===== config.mk =====
export PLATFORM = sky130hd
export DESIGN_NAME = bcd_contador_display
export DESIGN_NICKNAME = d
export VERILOG_FILES = /design/src/rtl/bcd_contador_display.sv
export SDC_FILE = /design/constraint.sdc
export NUM_CORES = 1
export LEC_CHECK = 0
export ABC_CLOCK_PERIOD_IN_PS = 3400
export BUFFER_PORTS_ARGS = -buffer_cell sky130_fd_sc_hd__buf_4
export CORE_ASPECT_RATIO = 0.9
export CORE_MARGIN = 2
export CORE_UTILIZATION = 30
export CTS_CLUSTER_SIZE = 30
export DETAILED_ROUTE_END_ITERATION = 8
export PLACE_DENSITY = 0.54
export SYNTH_ARGS = -nofsm -noshare
export SYNTH_HDL_FRONTEND = slang
export SYNTH_SLANG_ARGS = --single-unit

===== constraint.sdc =====
create_clock -name CLOCK_50 -period 3.4 [get_ports CLOCK_50]
set_input_delay 1.02 -clock CLOCK_50 [delete_from_list [all_inputs] [get_ports CLOCK_50]]
set_output_delay 1.02 -clock CLOCK_50 [all_outputs]
set_load 0.02 [all_outputs]

===== src/rtl/bcd_contador_display.sv =====
// Prescaled up/down BCD counter with synchronous BCD load and 7-segment decode.
// Count, wrap and load_err are registered; HEX is decoded combinationally from count_bcd.
module bcd_contador_display #(
  parameter int DIGITS   = 4,
  parameter int PRESCALE = 50000000
) (
  input  logic                  CLOCK_50,
  input  logic                  reset,
  input  logic                  en,
  input  logic                  up,
  input  logic                  load,
  input  logic [4*DIGITS-1:0]   load_val,
  input  logic                  lz_blank,
  output logic [4*DIGITS-1:0]   count_bcd,
  output logic [7*DIGITS-1:0]   HEX,
  output logic                  wrap,
  output logic                  load_err
);

  localparam int            PW   = (PRESCALE > 1) ? $clog2(PRESCALE) : 1;
  localparam logic [PW-1:0] PMAX = PW'(PRESCALE - 1);

  logic [PW-1:0]       presc;
  logic                step;
  logic                load_ok;
  logic                carry;
  logic [4*DIGITS-1:0] next_cnt;

  function automatic logic [6:0] seg7(input logic [3:0] d);
    case (d)
      4'd0:    seg7 = 7'b0000001;
      4'd1:    seg7 = 7'b1001111;
      4'd2:    seg7 = 7'b0010010;
      4'd3:    seg7 = 7'b0000110;
      4'd4:    seg7 = 7'b1001100;
      4'd5:    seg7 = 7'b0100100;
      4'd6:    seg7 = 7'b0100000;
      4'd7:    seg7 = 7'b0001111;
      4'd8:    seg7 = 7'b0000000;
      4'd9:    seg7 = 7'b0000100;
      default: seg7 = 7'b1111111;
    endcase
  endfunction

  always_comb begin
    load_ok = 1'b1;
    for (int k = 0; k < DIGITS; k++)
      if (load_val[4*k +: 4] > 4'd9) load_ok = 1'b0;
  end

  // Ripple carry/borrow through the digits; carry out of the top digit means wrap.
  always_comb begin
    next_cnt = count_bcd;
    carry    = 1'b1;
    for (int k = 0; k < DIGITS; k++) begin
      if (carry) begin
        if (up) begin
          if (count_bcd[4*k +: 4] >= 4'd9) begin
            next_cnt[4*k +: 4] = 4'd0;
          end else begin
            next_cnt[4*k +: 4] = count_bcd[4*k +: 4] + 4'd1;
            carry = 1'b0;
          end
        end else begin
          if (count_bcd[4*k +: 4] == 4'd0) begin
            next_cnt[4*k +: 4] = 4'd9;
          end else begin
            next_cnt[4*k +: 4] = count_bcd[4*k +: 4] - 4'd1;
            carry = 1'b0;
          end
        end
      end
    end
  end

  assign step = en && !load && (presc == PMAX);

  always_ff @(posedge CLOCK_50) begin
    if (reset) begin
      count_bcd <= '0;
      presc     <= '0;
      wrap      <= 1'b0;
      load_err  <= 1'b0;
    end else if (load) begin
      presc    <= '0;
      wrap     <= 1'b0;
      load_err <= !load_ok;
      if (load_ok) count_bcd <= load_val;
    end else begin
      load_err <= 1'b0;
      wrap     <= step && carry;
      if (en) presc <= (presc == PMAX) ? '0 : presc + 1'b1;
      if (step) count_bcd <= next_cnt;
    end
  end

  // Scan from the top digit; blanking stops at the first nonzero digit or at digit 0.
  always_comb begin
    logic lead;
    lead = lz_blank;
    HEX  = '1;
    for (int k = DIGITS - 1; k >= 0; k--) begin
      if (k != 0 && lead && count_bcd[4*k +: 4] == 4'd0) begin
        HEX[7*k +: 7] = 7'b1111111;
      end else begin
        HEX[7*k +: 7] = seg7(count_bcd[4*k +: 4]);
        lead = 1'b0;
      end
    end
  end

endmodule


# After elaboration in Yosys (flattened, before gate mapping)
# Memories as Yosys holds them, arrays and structs flattened. A register that Yosys moved wholly into a read port is not among the register bits.
# Index checks and enable logic that the tools add are counted.
# op_classes
reduce_logical	22
n_bitwise	1
n_eq_ne	2
muxes	51
n_lt_le_gt_ge	8
n_addsub	9
# ops
cell	n
4-bit two-way mux	23
16-bit two-way mux	3
26-bit by 1-bit adder with 26-bit output, second input constant	1
26-bit equality test, second input constant	1
26-bit two-way mux	1
1-bit two-way mux	21
7-bit two-way mux	3
4-bit by 1-bit adder with 4-bit output, second input constant	4
4-bit greater-or-equal comparator, second input constant	4
4-bit > comparator, second input constant	4
4-bit zero test	4
4-bit by 1-bit subtractor with 4-bit output, second input constant	4
3-bit AND reduction	3
2-bit nonzero test	4
1-bit logical AND	6
2-bit OR reduction	2
1-bit zero test	2
2-bit by 1-bit inequality test with 1-bit output, second input constant	1
2-bit AND reduction	1
1-bit inverter	1
# word_totals
in_bits	22
regBits	44
elab_cells	104
mem_count	4
output_inout_bits	46
rom_bits	448
# memory_table
name	words	word_bits	read_ports	rd_ports_with_merged_regs	wr	line	source
(name not given)	16	7	1	1	0	30	case (d)
(name not given)	16	7	1	1	0	30	
(name not given)	16	7	1	1	0	30	
(name not given)	16	7	1	1	0	30	

# Logic depth before layout (Yosys ltp)
# Gate-level depths: netlist of run 1.
# depth
ltp_word	10
depth_mapped	14

# Worst setup path after synthesis of run 1
# Ideal clock, no wire load.
# synth_path
path_type	input to register
start	in up
end	reg with a tool-made name
arrival_ns	3.337
setup_slack_ns	-0.073
t_required_ns	3.264
stages	13
setup_time_ns	0.136
path_cell_list	buf_6 or4b_1 o21a_4 nor4_4 or2_2 clkbuf_2 nor2_1 a211oi_1 inv_1 ha_1 inv_1 mux2i_1 mux2i_1
# synth_rtl
item	line	source
start, declared	10	input logic up,

# Final worst setup path of run 1
# layout_path
start	reg count_bcd[13]
end	out HEX[13]
# layout_via
elab_chain_len	7
# layout_rtl
item	line	source
start, declared	14	output logic [4*DIGITS-1:0] count_bcd,
start signal, assigned	88	if (load_ok) count_bcd <= load_val;
start signal, assigned	93	if (step) count_bcd <= next_cnt;
4-bit zero test (*)	103	if (k != 0 && lead && count_bcd[4*k +: 4] == 4'd0) begin
1-bit logical AND (*)	103	
1-bit two-way mux (*)	103	
1-bit logical AND	103	
1-bit two-way mux (*)	103	
1-bit logical AND (*)	103	
7-bit two-way mux (*)	103	
end, declared	15	output logic [7*DIGITS-1:0] HEX,
# Mark *: on every way between the ends. The rest lies on a longest branch, timed or not.

==> results of run 1 <==
-- path summary, 6_finish.rpt --
kind,endpoint,depth (start not counted),slack [ns]
hold reg to reg,presc[22]$_SDFFE_PP0P_,2,0.50
setup / recovery,HEX[13],7,0.12
hold / removal,presc[22]$_SDFFE_PP0P_,2,0.50
setup reg to reg,register,13,0.33
-- worst max-delay path: cells and delay by family (launching register included) --
kind / cells / cell delay (ns)
adders and majority gates: 1 / 0.28
DFF: 1 / 0.38
and+or+nand+nor: 4 / 1.00
buffers and inverters: 2 / 0.26
-- power by group through the flow --
stage	clock network, mW	registers [mW]	logic [mW]
2_1_floorplan	0	0.930	0.307
3_3_place_gp	0	0.915	0.531
3_5_place_dp	0	0.915	0.535
4_1_cts	1.12	0.896	0.539
5_1_grt	1.16	0.900	0.583
6_report	1.09	0.896	0.536
-- per-stage QoR --
step | area [um2] | hold slack (ns)
after detailed placement | 6080 | 0.493
final | 6440 | 0.500
after global placement | 6080 | 0.483
after global routing | 6440 | 0.552
after CTS | 6430 | 0.503
after floorplan | 4960 | 0.467
-- cells in the mapped netlist, drive strengths merged, types with 9 or more instances --
| master | n |
|---|---|
| nor3 | 20 |
| a211oi | 10 |
| clkbuf | 14 |
| inv | 45 |
| nor2 | 51 |
| nand2b | 21 |
| o21ai | 26 |
| mux2i | 17 |
| or2 | 13 |
| xnor2 | 12 |
| a21oi | 27 |
| xor2 | 13 |
| buf | 16 |
| ha | 37 |
| nand3 | 9 |
| nand2 | 42 |
| a31o | 9 |
| dfxtp | 72 |
-- kinds of logic after synthesis --
family          count (synthesis)
fa+ha+maj                      37
simple gates                  216
buf+inv                        75
mux                            20
xor+xnor                       25
compound gates                141
flops                          72
-- cell type report --
| cell class | count | area (um2) |
|---|---|---|
| timing repair buffer | 136 | 1020 |
| multi-input combinational | 439 | 3200 |
| clock buffer | 11 | 243 |
| tap | 207 | 259 |
| inverter | 45 | 169 |
| clock inverter | 5 | 104 |
| sequential | 72 | 1440 |
| fill | 1639 | 9690 |
-- routing by layer --
metal | part of all wire | routed length [um] | up-vias | global-route usage
met5 | 0 | 0 | - | 0
met4 | 0.020 | 257 | 0 | 0.0582
met3 | 0.052 | 667 | 21 | 0.0411
met2 | 0.45 | 5790 | 123 | 0.229
met1 | 0.48 | 6180 | 2095 | 0.203
li1 | - | - | 2312 | -
-- layout by cell type, fill, tap and decap left out, types with 6 or more instances in the layout --
master / instances
mux2i_1: 16
xnor2_1: 12
nand3_1: 9
clkbuf_16: 9
ha_1: 37
inv_1: 41
dfxtp_1: 72
nor2_1: 49
nor2b_1: 7
nand2_1: 41
nand2b_1: 19
a21oi_1: 26
nor3_1: 19
o21ai_0: 23
a211oi_1: 7
a31o_2: 6
or3_1: 8
a31oi_1: 8
or2_2: 12
buf_4: 136
xor2_1: 13
==> impl_metrics.toml, run 1 <==
[floorplan]
core_area_mm2 = 0.0161
die-area_mm2 = 0.0176
die_w_um = 140
io_pins = 68
num_rows = 44
dieHeight_um = 126
start_util = 0.307

[worst_setup_path]
path_cells = "inv_1 -> ha_1 -> nand2b_1 -> nor3b_2 -> nand3_1 -> nand2b_1 -> buf_4"
crit_start = "count_bcd[13]$_SDFFE_PP0P_"
worstSetupEndpointType = "primary output"
cp_max_fo = 8
path_class = "reg2out"
r2r_start = "count_bcd[0]$_SDFFE_PP0N_"
slowest_delay_ns = 0.38
cpMaxStageDelayCell = "dfxtp_1"
arrival_ns = 2.26
startpoint_type = "register"
cp.required_ns = 2.38
crit_top_cell = "nand2b_1"

[route]
vias = 4551
firstDrtPassIters = 5
drc = 0
wirelength_um = 12900
antenna_left = 0
drt_iter0_drc = 283
wire_per_inst_um = 14.1
vias_per_cell = 4.97

[final_layout]
final_cells = 915
diodes = 0
area_growth_pct = 29.8
drive_gt1_frac = 0.287
nets = 762
post-route-util = 0.399

[sta]
setup_slack_ns = 0.122
maxSlewHeadroom = 0.619
setup_tns_ns = 0
fin_skew_ns = 0.00729
max_freq_mhz = 305
final_hold_viol_count = 0
period_share = 0.964
fin_crit_ns = 3.28
finalMaxSlewViolations = 0
setup_violations = 0
worstMarginPinSlew_ns = 0.571
rsz0062_at_grt = "true"

[logic_synthesis]
synthFlopType = "dfxtp_1"
synth-simple-area-share = 0.246
ys_seq_elements = 72
yosysWarnings = 0
netlist_instances = 586
synth_top_area_share = 0.291
yosysTopAreaCell = "dfxtp_1"
synth_top_family_by_area = "simple AND/OR/NAND/NOR gates"
async_flop_share = 0
yosysUniqueCellTypes = 90
synthXorXnorAreaFrac = 0.0442
synth_nets = 645
synth-edff-count = 0
synth-adder-area-share = 0.0934
syn_area_mm2 = 0.00496
synth.avg_cell_area_um2 = 8.46
synth_compound_area_frac = 0.214
synth_area_leaders = "dfxtp_1 (29%), ha_1 (9.3%), nor2_1 (3.7%)"
yosysSeqAreaShare = 0.291
synthMuxAreaShare = 0.0452

[pwr]
clockPowerShare = 0.433
fin_total_pwr_mw = 2.52
swShare = 0.265
internal-power_mw = 1.86
power_leakage_nw = 2.82
p_sw_mw = 0.669
seq_power_share = 0.355
comb_power_share = 0.212
peakVddDrop_uv = 234
power.density_mw_per_mm2 = 392

[clock_tree]
cts_tree = "built"
cts_setup_buffers = 0
insertion_delay_ns = 0.34
postCtsHoldBufs = 0
root_buffer = "clkbuf_16"
clk_path_buf_depth = 2
htree_levels = 3
cts_buffers = 9
cts.sinks = 72
cts_resized = 1
clkSlewWorstSetupHoldPaths_ns = 0.06

[global_route]
grt_usage = 0.151
grt_overflow = 0
grt_pass1_vias = 4348
grt_pass1_wl_um = 21500
grt_max_degree = 26
antenna_found_initial = 0

[run_status]
run_status = "complete, no violations"

[place]
dp.cells = 899
dp_hpwl_um = 10100
pre_cts_slack_ns = -0.0478
io_buffers = 67
gp_congestion = 0.853

[run]
cap_violations = 0

[hold_path]
hold_path.class = "reg2reg"
hp-start = "presc[22]$_SDFFE_PP0P_"
Note: power is estimated with default switching activity, not from simulation.
==> run 2: changes to the inputs <==
Settings changed: ABC_AREA set to 1.
==> impl_metrics.toml, run 2 <==
[pwr]
swShare = 0.285
seq_power_share = 0.405
internal-power_mw = 1.59
power_leakage_nw = 2.94
peakVddDrop_uv = 239
p_sw_mw = 0.632
power.density_mw_per_mm2 = 386
comb_power_share = 0.201
clockPowerShare = 0.394
fin_total_pwr_mw = 2.22

[run_status]
run_status = "complete, no violations"

[route]
antenna_left = 0
drt_iter0_drc = 230
wire_per_inst_um = 12.1
vias_per_cell = 4.58
firstDrtPassIters = 5
vias = 4428
drc = 0
wirelength_um = 11700

[worst_setup_path]
slowest_delay_ns = 0.36
r2r_start = "count_bcd[0]$_SDFFE_PP0N_"
rrSetupSlack_ns = 0.68
crit_family = "simple AND/OR/NAND/NOR gates"
crit_top_cell = "nand2_1"
cp_max_fo = 8
cp.required_ns = 2.38
cpMaxStageDelayCell = "dfxtp_1"
ff2ff_path_depth = 14
arrival_ns = 2.20
cp_num_buf_inv = 3
path_class = "reg2out"
worstSetupEndpointType = "primary output"
path_cells = "inv_1 -> ha_1 -> nand2_1 -> nor2_2 -> nand2_1 -> nor4_2 -> buf_4 -> nand2_1 -> nand2_1 -> buf_4"
startpoint_type = "register"

[logic_synthesis]
ys_seq_elements = 72
yosysWarnings = 0
netlist_instances = 682
synth.most_common_cell = "nand2_1"
yosysUniqueCellTypes = 40
synth_area_leaders = "dfxtp_1 (31%), nand2_1 (13%), ha_1 (9.9%)"
yosysTopAreaCell = "dfxtp_1"
syn_area_mm2 = 0.00469
synthFlopType = "dfxtp_1"
synth.avg_cell_area_um2 = 6.87
synth_nets = 741
synth_top_area_share = 0.308
async_flop_share = 0
netlist_top_cells_count = "nand2_1 (166), inv_1 (91), dfxtp_1 (72)"
synth-edff-count = 0
yosysSeqAreaShare = 0.308

[final_layout]
drive_gt1_frac = 0.213
nets = 820
post-route-util = 0.375
final_cells = 967
final_area_mm2 = 0.00575
diodes = 0
mostFrequentLayoutCells = "nand2_1 (166), inv_1 (91), buf_4 (81)"
area_growth_pct = 22.7
layout_commonest_cell = "nand2_1"

[clock_tree]
cts_tree = "built"
cts.sinks = 72
clk_path_buf_depth = 2
clkSlewWorstSetupHoldPaths_ns = 0.05
insertion_delay_ns = 0.34
htree_levels = 3
cts_buffers = 9
postCtsHoldBufs = 0
root_buffer = "clkbuf_16"

[sta]
final_hold_viol_count = 0
setup_violations = 0
setup_slack_ns = 0.185
fin_crit_ns = 3.22
fin_skew_ns = 0.0111
worstMarginPinSlew_ns = 0.485
rsz0062_at_grt = "false"
maxSlewHeadroom = 0.676
finalMaxSlewViolations = 0
max_freq_mhz = 311
period_share = 0.946
setup_tns_ns = 0
whs_ns = 0.482

[global_route]
grt_usage = 0.147
use_met1 = 0.199
use_met3 = 0.0380
antenna_found_initial = 0
grt_max_degree = 19
grt_overflow = 0
busiest_layer = "met2"
grt_pass1_vias = 4057
grt_pass1_wl_um = 19500
use_met2 = 0.225

[run]
cap_violations = 0

[place]
pre_cts_slack_ns = 0.202
io_buffers = 67
dp.cells = 952
gp_congestion = 0.871
dp_hpwl_um = 9000
placed_cell_area_mm2 = 0.00548

[hold_path]
hold_path.class = "reg2reg"
holdPathEnd = "presc[8]$_SDFFE_PP0P_"
hp-start = "presc[8]$_SDFFE_PP0P_"
min_path_cells = 2

[floorplan]
die-area_mm2 = 0.0166
start_util = 0.306
core_area_mm2 = 0.0153
die_w_um = 136
dieHeight_um = 123
io_pins = 68
num_rows = 43
-- run 2: worst register-to-register path, delay by kind of cell, from the launching register on --
kind,cells,cell delay (ns)
flops,1,0.46
simple gates,11,1.34
fa+ha+maj,2,0.66
buf+inv,1,0.14
-- run 2: power groups by stage --
stage,clock (mW),combinational (mW),sequential [mW]
final,0.874,0.446,0.897
after global routing,0.945,0.499,0.900
after CTS,0.907,0.449,0.897
after detailed placement,0,0.447,0.914
after global placement,0,0.450,0.916
after floorplan,0,0.267,0.928
-- run 2: worst max-delay path by stage --
stage | startpoint | end | slack (ns) | cells after the start
global route | count_bcd[12]$_SDFFE_PP0P_ | HEX[13] | 0.02 | 10
finish | count_bcd[12]$_SDFFE_PP0P_ | HEX[7] | 0.18 | 10
floorplan | lz_blank | HEX[10] | 0.59 | 4
global placement | load_val[10] | register | 0.24 | 11
detailed placement | load_val[10] | register | 0.20 | 11
CTS | count_bcd[12]$_SDFFE_PP0P_ | HEX[7] | 0.08 | 10
-- run 2: kinds of logic (layout without fill, tap and decap cells) --
family / Yosys count / count (layout) / share of synthesized area
adder cells (fa/ha/maj): 37 / 37 / 0.0988
buffers and inverters: 114 / 197 / 0.0953
XOR/XNOR: 11 / 11 / 0.0206
AO/OA/AOI/OAI: 60 / 60 / 0.0745
flip-flops: 72 / 72 / 0.308
AND/OR/NAND/NOR: 388 / 388 / 0.403
-- run 2: repair_timing --
action / 4_1_cts / 5_1_grt
buffers inserted: 0 / 0
endpoints found under the hold margin: 0 / 0
resized for setup: 0 / 1
endpoints found under the setup margin: 0 / 7
-- run 2: routing by layer --
metal  routed length (um)  vias up
met5                    0        -
li1                     -     2352
met1                 5840     1944
met3                  587       15
met2                 5050      117
met4                  217        0
-- run 2: cell type report --
type                       instances  area (um2)
sequential                        72        1440
inverter                         101         379
timing repair buffer              81         608
tap                              202         253
fill                            1659        9580
multi-input combinational        496        2800
clock buffer                      15         268
==> run 3: changes to the inputs <==
Settings changed: CORE_UTILIZATION 30 to 40, PLACE_DENSITY 0.54 to 0.66, TNS_END_PERCENT set to 30.
==> impl_metrics.toml, run 3 (synthesized netlist as in run 2, its figures left out) <==
[route]
drc = 0
vias_per_cell = 4.89
vias = 4459
firstDrtPassIters = 4
wirelength_um = 11200
drt_iter0_drc = 237
antenna_left = 0
wire_per_inst_um = 12.2

[worst_setup_path]
crit_start = "count_bcd[12]$_SDFFE_PP0P_"
cp.required_ns = 2.38
worstSetupEndpointType = "primary output"
r2r_start = "count_bcd[0]$_SDFFE_PP0N_"
setup.worst_path.end = "HEX[18]"
rrSetupSlack_ns = 0.74
cp_max_fo = 7
arrival_ns = 2.14
path_class = "reg2out"
startpoint_type = "register"
ff2ff_path_depth = 14

[pwr]
power.density_mw_per_mm2 = 381
fin_total_pwr_mw = 2.15
internal-power_mw = 1.53
power_leakage_nw = 2.90
peakVddDrop_uv = 322
swShare = 0.286
p_sw_mw = 0.614
comb_power_share = 0.207
clockPowerShare = 0.375
seq_power_share = 0.418

[sta]
rsz0062_at_grt = "false"
fin_crit_ns = 3.16
final_hold_viol_count = 0
setup_violations = 0
period_share = 0.930
worstMarginPinSlew_ns = 0.649
max_freq_mhz = 316
setup_tns_ns = 0
fin_skew_ns = 0.00675
finalMaxSlewViolations = 0
maxSlewHeadroom = 0.564

[final_layout]
area_growth_pct = 20.1
multi_input_area_mm2 = 0.00282
layout_commonest_cell = "nand2_1"
fillCellCount = 1161
area.sequential_mm2 = 0.00144
diodes = 0
mostFrequentLayoutCells = "nand2_1 (164), inv_1 (91), buf_4 (74)"
nets = 813
drive_gt1_frac = 0.209

[floorplan]
core_area_mm2 = 0.0114
start_util = 0.410
num_rows = 37
io_pins = 68
die-area_mm2 = 0.0126
dieHeight_um = 107
die_w_um = 118

[global_route]
grt_overflow = 0
grt_usage = 0.186
grt_pass1_wl_um = 19100
antenna_found_initial = 0
grt_pass1_vias = 4106
grt_max_degree = 28

[clock_tree]
root_buffer = "clkbuf_16"
cts_tree = "built"
insertion_delay_ns = 0.34
clk_path_buf_depth = 2
htree_levels = 3
cts.sinks = 72
cts_setup_buffers = 0
clkSlewWorstSetupHoldPaths_ns = 0.05
cts_buffers = 9

[run]
cap_violations = 0

[hold_path]
min_path_cells = 2
hp-start = "presc[8]$_SDFFE_PP0P_"
hold_path.class = "reg2reg"

[run_status]
run_status = "complete, no violations"

[place]
gp_congestion = 0.894
dp_hpwl_um = 8740
io_buffers = 67
==> run 3: worst max-delay path: stages, from the launching register on <==
cell     delay (ns)
dfxtp_1        0.35
inv_1          0.18
ha_1           0.27
nand2_1        0.09
nor2_2         0.15
nand2_2        0.13
nor4_4         0.21
buf_4          0.19
or2_2          0.10
buf_4          0.13
==> run 3: timing repair <==
action / in CTS / in global routing
endpoints found under the setup margin: 6 / 14
hold buffers: 0 / 0
resized for setup: 1 / 3
gates cloned: 0 / 0
==> run 3: cell type report <==
class,count,share of cell area
Inverter,101,0.0673
Multi-Input combinational cell,496,0.500
Clock buffer,11,0.0413
Sequential cell,72,0.256
Tap cell,156,0.0347
Timing Repair Buffer,74,0.0987
Clock inverter,2,0.00178
==> run 3: worst min path at each step <==
stage,slack (ns),endpoint
finish,0.48,presc[8]$_SDFFE_PP0P_
global placement,0.46,presc[8]$_SDFFE_PP0P_
CTS,0.48,presc[8]$_SDFFE_PP0P_
detailed placement,0.47,presc[8]$_SDFFE_PP0P_
floorplan,0.45,presc[8]$_SDFFE_PP0P_
global route,0.51,presc[13]$_SDFFE_PP0P_
==> run 3: power groups by stage <==
stage	logic [mW]	clock network [mW]	registers [mW]
after floorplan	0.267	0	0.928
after global placement	0.438	0	0.914
after detailed placement	0.441	0	0.915
after CTS	0.444	0.834	0.897
after global routing	0.493	0.868	0.900
final	0.444	0.804	0.897
==> run 3: routing by layer <==
layer | global-route usage | up-vias | wire length (um)
met4 | 0.0594 | 0 | 197
met5 | 0 | - | 0
met1 | 0.248 | 2001 | 5460
met2 | 0.291 | 115 | 4890
li1 | - | 2331 | -
met3 | 0.0532 | 12 | 621
==> run 3: metrics by stage <==
step | util | setup slack, ns | hold slack [ns] | cells | instance area (um2)
5_1_grt | 0.492 | 0.0115 | 0.508 | 912 | 5630
6_report | 0.492 | 0.238 | 0.482 | 912 | 5630
2_1_floorplan | - | 0.592 | 0.449 | 682 | 4690
4_1_cts | 0.491 | 0.0394 | 0.483 | 912 | 5620
3_3_place_gp | 0.470 | 0.249 | 0.465 | 899 | 5370
3_5_place_dp | 0.470 | 0.181 | 0.473 | 899 | 5370
